## config.mk

```make
export PLATFORM = sky130hd
export DESIGN_NAME = oai_gw_pipe
export DESIGN_NICKNAME = d
export VERILOG_FILES = /design/src/rtl/oai_gw_pkg.sv /design/src/rtl/oai_gw_group.sv /design/src/rtl/oai_gw_pipe.sv
export SDC_FILE = /design/constraint.sdc
export NUM_CORES = 1
export LEC_CHECK = 0
export BUFFER_PORTS_ARGS = -buffer_cell sky130_fd_sc_hd__buf_2
export CORE_ASPECT_RATIO = 1.4
export CORE_UTILIZATION = 34
export CTS_CLUSTER_DIAMETER = 200
export CTS_CLUSTER_SIZE = 10
export DETAILED_ROUTE_END_ITERATION = 16
export PLACE_DENSITY = 0.59
export SLEW_MARGIN = 0
export SYNTH_ARGS = -nofsm -noshare
export SYNTH_HDL_FRONTEND = slang
export SYNTH_SLANG_ARGS = --single-unit
```

## constraint.sdc

```tcl
create_clock -name CK -period 2.4 [get_ports CK]
set_input_delay 0.48 -clock CK [delete_from_list [all_inputs] [get_ports CK]]
set_output_delay 0.48 -clock CK [all_outputs]
set_load 0.01 [all_outputs]
```

## src/rtl/oai_gw_pkg.sv

```systemverilog
// Shared definitions for the OAI/AOI gate pipeline: function-select
// encodings, legal parameter ranges and small mode-decoding helpers.
package oai_gw_pkg;

  // Function select carried with every sample
  typedef enum logic [1:0] {
    MODE_OAI = 2'b00,  // ~AND of group ORs
    MODE_OA  = 2'b01,  //  AND of group ORs
    MODE_AOI = 2'b10,  // ~OR of group ANDs
    MODE_AO  = 2'b11   //  OR of group ANDs
  } mode_e;

  // Legal parameter ranges
  localparam int G_MIN      = 2;
  localparam int G_MAX      = 8;
  localparam int W_MIN      = 2;
  localparam int W_MAX      = 4;
  localparam int STAGES_MIN = 1;
  localparam int STAGES_MAX = 4;
  localparam int CW_MIN     = 4;
  localparam int CW_MAX     = 32;

  // Group terms are ANDs for the AOI family, ORs for the OAI family
  function automatic logic group_uses_and(input logic [1:0] m);
    return (mode_e'(m) == MODE_AOI) || (mode_e'(m) == MODE_AO);
  endfunction

endpackage

```

## src/rtl/oai_gw_group.sv

```systemverilog
// One W-input group reduction: OR of the inputs, or AND of the inputs when
// the AOI/AO family is selected.
module oai_gw_group #(
  parameter int W = 2
) (
  input  logic [W-1:0] a_i,
  input  logic         sel_and_i,
  output logic         term_o
);

  // Pick the reduction for this group
  always_comb begin
    term_o = sel_and_i ? (&a_i) : (|a_i);
  end

endmodule

```

## src/rtl/oai_gw_pipe.sv

```systemverilog
// Pipelined configurable OAI/OA/AOI/AO gate with a saturating counter of
// output value changes. Mode travels with each sample, so mode changes on
// the input never disturb samples already in flight.
module oai_gw_pipe
  import oai_gw_pkg::*;
#(
  parameter int G      = 3,
  parameter int W      = 2,
  parameter int STAGES = 2,
  parameter int CW     = 16
) (
  input  logic            CK,
  input  logic            RST,
  input  logic            IN_VALID,
  input  logic [1:0]      MODE,
  input  logic [G*W-1:0]  A,
  input  logic            CNT_CLR,
  output logic            OUT_VALID,
  output logic            ZN,
  output logic [CW-1:0]   TOGGLE_CNT,
  output logic            CNT_SAT
);

  // Refuse to build with parameters outside the supported envelope
  if (G < G_MIN || G > G_MAX) begin : g_bad_g
    $error("oai_gw_pipe: G out of range");
  end
  if (W < W_MIN || W > W_MAX) begin : g_bad_w
    $error("oai_gw_pipe: W out of range");
  end
  if (STAGES < STAGES_MIN || STAGES > STAGES_MAX) begin : g_bad_stages
    $error("oai_gw_pipe: STAGES out of range");
  end
  if (CW < CW_MIN || CW > CW_MAX) begin : g_bad_cw
    $error("oai_gw_pipe: CW out of range");
  end

  // Final gate over the G group terms for a given mode
  function automatic logic final_gate(input logic [G-1:0] t, input logic [1:0] m);
    logic r;
    r = 1'b1;
    case (mode_e'(m))
      MODE_OAI: r = ~(&t);
      MODE_OA:  r = &t;
      MODE_AOI: r = ~(|t);
      MODE_AO:  r = |t;
      default:  r = 1'b1;
    endcase
    return r;
  endfunction

  // Group reductions on the live input sample
  logic [G-1:0] terms;
  logic         sel_and;

  assign sel_and = group_uses_and(MODE);

  genvar gi;
  for (gi = 0; gi < G; gi++) begin : g_grp
    oai_gw_group #(.W(W)) u_grp (
      .a_i       (A[gi*W +: W]),
      .sel_and_i (sel_and),
      .term_o    (terms[gi])
    );
  end

  // Valid/result pair presented to the output register
  logic load_v;
  logic load_r;

  if (STAGES == 1) begin : g_comb
    // Whole function collapses into the output register
    assign load_v = IN_VALID;
    assign load_r = final_gate(terms, MODE);
  end else begin : g_pipe
    logic         s1_v_q;
    logic [G-1:0] s1_t_q;
    logic [1:0]   s1_m_q;
    logic         res2;

    // Stage 1: capture group terms together with their mode
    always_ff @(posedge CK or posedge RST) begin
      if (RST) begin
        s1_v_q <= 1'b0;
        s1_t_q <= '0;
        s1_m_q <= 2'b00;
      end else begin
        s1_v_q <= IN_VALID;
        if (IN_VALID) begin
          s1_t_q <= terms;
          s1_m_q <= MODE;
        end
      end
    end

    assign res2 = final_gate(s1_t_q, s1_m_q);

    if (STAGES == 2) begin : g_direct
      assign load_v = s1_v_q;
      assign load_r = res2;
    end else begin : g_delay
      localparam int L = STAGES - 2;
      logic [L-1:0] dv_q;
      logic [L-1:0] dr_q;

      // Stage 2 result followed by pure valid/data delay stages
      always_ff @(posedge CK or posedge RST) begin
        if (RST) begin
          dv_q <= '0;
          dr_q <= '0;
        end else begin
          dv_q[0] <= s1_v_q;
          if (s1_v_q) dr_q[0] <= res2;
          for (int k = 1; k < L; k++) begin
            dv_q[k] <= dv_q[k-1];
            if (dv_q[k-1]) dr_q[k] <= dr_q[k-1];
          end
        end
      end

      assign load_v = dv_q[L-1];
      assign load_r = dr_q[L-1];
    end
  end

  // Output register: ZN only moves on valid slots, otherwise holds
  logic ov_q;
  logic zn_q;

  always_ff @(posedge CK or posedge RST) begin
    if (RST) begin
      ov_q <= 1'b0;
      zn_q <= 1'b1;
    end else begin
      ov_q <= load_v;
      if (load_v) zn_q <= load_r;
    end
  end

  // Toggle detection against the value ZN holds before this load
  logic          toggle;
  logic          sat;
  logic [CW-1:0] cnt_q;
  logic [CW-1:0] cnt_d;

  assign toggle = load_v && (load_r != zn_q);
  assign sat    = &cnt_q;

  // Next counter value: clear beats increment, saturation blocks increment
  always_comb begin
    cnt_d = cnt_q;
    if (CNT_CLR) begin
      cnt_d = '0;
    end else if (toggle && !sat) begin
      cnt_d = cnt_q + {{(CW-1){1'b0}}, 1'b1};
    end
  end

  // Toggle counter state
  always_ff @(posedge CK or posedge RST) begin
    if (RST) begin
      cnt_q <= '0;
    end else begin
      cnt_q <= cnt_d;
    end
  end

  assign OUT_VALID  = ov_q;
  assign ZN         = zn_q;
  assign TOGGLE_CNT = cnt_q;
  assign CNT_SAT    = sat;

endmodule

```

==> out/results.ini <==
[run_status]
status=completed

[timing]
tightest_slew_ns=0.398
final_max_slew_viol_count=0
finClkSkew_ns=0.00189
max_freq_mhz=467
finalHoldViolCount=0
maxSlewHeadroom_pct=73.2
setup_ws_ns=0.257
fin_crit_ns=2.14
setup_viol=0
finalSetupTns_ns=0
fin_crit_sh_pct=89.3
rsz0062_at_grt=false

[layout]
antenna_cells=0
fin_nets=178
flow.area_growth_from_synthesis_pct=17.8
final_area_um2=1570
instances_no_fill=206
drive_gt1_share_pct=31.1

[placement]
portBuffers=30
dp_hpwl_um=2120
gp_congestion=0.836
dp_slack_ns=0.308
post-place-cells=202
post_dp_cell_area_um2=1510

[drt]
drt-initial-drc-count=58
drtAntennaViolNets=0
drt-wirelength-per-cell_um=14.5
firstDrtPassIters=4
drc_errors=0
num_vias=1184
viasPerCell=5.75
wl_um=2990

[hold_path]
hold_class=primary input to async pin

[floorplan]
die_w_um=54.8
die-area_um2=4170
die_h_um=76.0
initial_core_util_pct=35.8
coreArea_um2=3710
num_io_pins=31
num_rows=26

[setup_path]
critPathLaunchType=flop
crit_path_end_kind=flop
crit_path_end=TOGGLE_CNT[15]
crit_type=flop to flop
reg2reg_from=TOGGLE_CNT[0]
rr_endpoint=TOGGLE_CNT[15]
path_max_fanout=10
arrival_ns=2.34
r2r_slack_ns=0.26
startpoint=TOGGLE_CNT[0]
cp.required_ns=2.59
worstRegToRegCells=6

[clocking]
cts.sinks=24
clockBufferDepth=2
insertion_delay_ns=0.27
hold_buffers=0
post_cts_buffers=0
tritoncts=done
post_cts_resized=0
htreeDepth=1
cts_buffers=3
clk_pin_slew_ns=0.09
root_buffer=clkbuf_8

[logic_synthesis]
avgSynthCellArea_um2=9.99
yosys_warnings=0
synth_area_um2=1330
yosysUniqueCellTypes=40
synth_top_area_share_pct=43.3
ys_seq_area_share_pct=45.3
syn-num-nets=146
synthTopCellsByArea=dfrtp_1 43%, o31ai_1 5.1%, or4_1 5.1%
synth_common_cells=23 x dfrtp_1, 13 x a21oi_1, 9 x nand3_1, 9 x o31ai_1, 9 x or4_1
synth_cells=133
ys_ff_latch=24
synthArstFlopShare_pct=100
synth_area_leader_cell=dfrtp_1
synth.most_common_cell=dfrtp_1
synth-edff-count=0
synth_ff_type=dfrtp_1

[flow_run]
maxCapViolCount=0

[global_route]
grt_pass1_wl_um=5000
grt_pass1_vias=1110
overflow=0
grt_max_degree=30
antenna_found_initial=0
grt_usage_pct=15.7

[power_and_ir_drop]
power_w=0.000921
leakage_nw=0.675
cellPowerDensity_nw_per_um2=589
peakVddDrop_mv=0.313

-- how the worst min path moves through the flow --
stage                    endpoint  slack [ns]  depth (start not counted)
floorplan               OUT_VALID        0.43                          0
global placement               ZN        0.50                          2
detailed placement             ZN        0.50                          2
CTS                 g_pipe.s1_v_q        0.26                          3
global route        g_pipe.s1_v_q        0.27                          3
finish              g_pipe.s1_v_q        0.24                          3
-- registers in the layout (all words and copies together) (netlist names) --
register,cells
g_pipe.s1_m_q,2
g_pipe.s1_t_q,3
ZN,1
OUT_VALID,1
TOGGLE_CNT,16
g_pipe.s1_v_q,1
-- cell families after synthesis --
group	count (synthesis)	synth area share [%]
compound gates	34	15.8
xor+xnor	4	2.64
fa+ha+maj	4	3.20
buf+inv	12	4.99
flops	24	45.3
mux	6	5.08
simple gates	49	23.0
-- placed cells by master, fill, tap and decap left out, drive strengths merged, types with 3 or more instances in the layout --
cell type,netlist,routed
nor4,3,3
buf,4,33
nand4,6,6
clkbuf,2,4
xnor2,3,3
o21ai,7,7
o31ai,9,9
nor2,3,3
nand2,5,5
maj3,3,3
mux2,6,6
or4,10,10
dfrtp,23,23
nand3,9,9
or3,3,3
inv,6,6
a21oi,13,13
-- cell type report --
type	instances	area [um2]
well taps	42	52.6
fillers	401	2140
clock buffers	4	55.1
flip-flops and latches	24	602
inverters	6	22.5
multi-input cells	97	661
repair buffers	33	173
-- report_power, final --
group / total (W) / internal [W] / switching [W]
Clock: 0.000282 / 0.000147 / 0.000135
Sequential: 0.000451 / 0.000429 / 0.0000229
Combinational: 0.000188 / 0.0000663 / 0.000122
-- metrics by stage --
stage               utilization, %  hold WS (ns)
global placement              40.7         0.497
global route                  42.2         0.268
finish                        42.2         0.239
detailed placement            40.7         0.502
floorplan                        -         0.432
CTS                           42.2         0.257
-- layer usage --
| layer | global-route usage (%) | part of all wire, % | wire [um] | vias up |
|---|---|---|---|---|
| met5 | 0 | 0 | 0 | - |
| met1 | 20.3 | 42 | 1250 | 557 |
| met4 | 5.13 | 1.1 | 34 | 0 |
| met3 | 2.59 | 7.0 | 209 | 5 |
| li1 | - | - | - | 570 |
| met2 | 25.7 | 50 | 1500 | 52 |
-- worst max-delay path: stages, from the launching register on --
cell and delay, ns:
dfrtp_1 0.45, ha_1 0.26, nand4_1 0.12, nor4_2 0.07, or3_1 0.51, or4_1 0.50, a21oi_1 0.16
(Power assumes the default switching activity.)
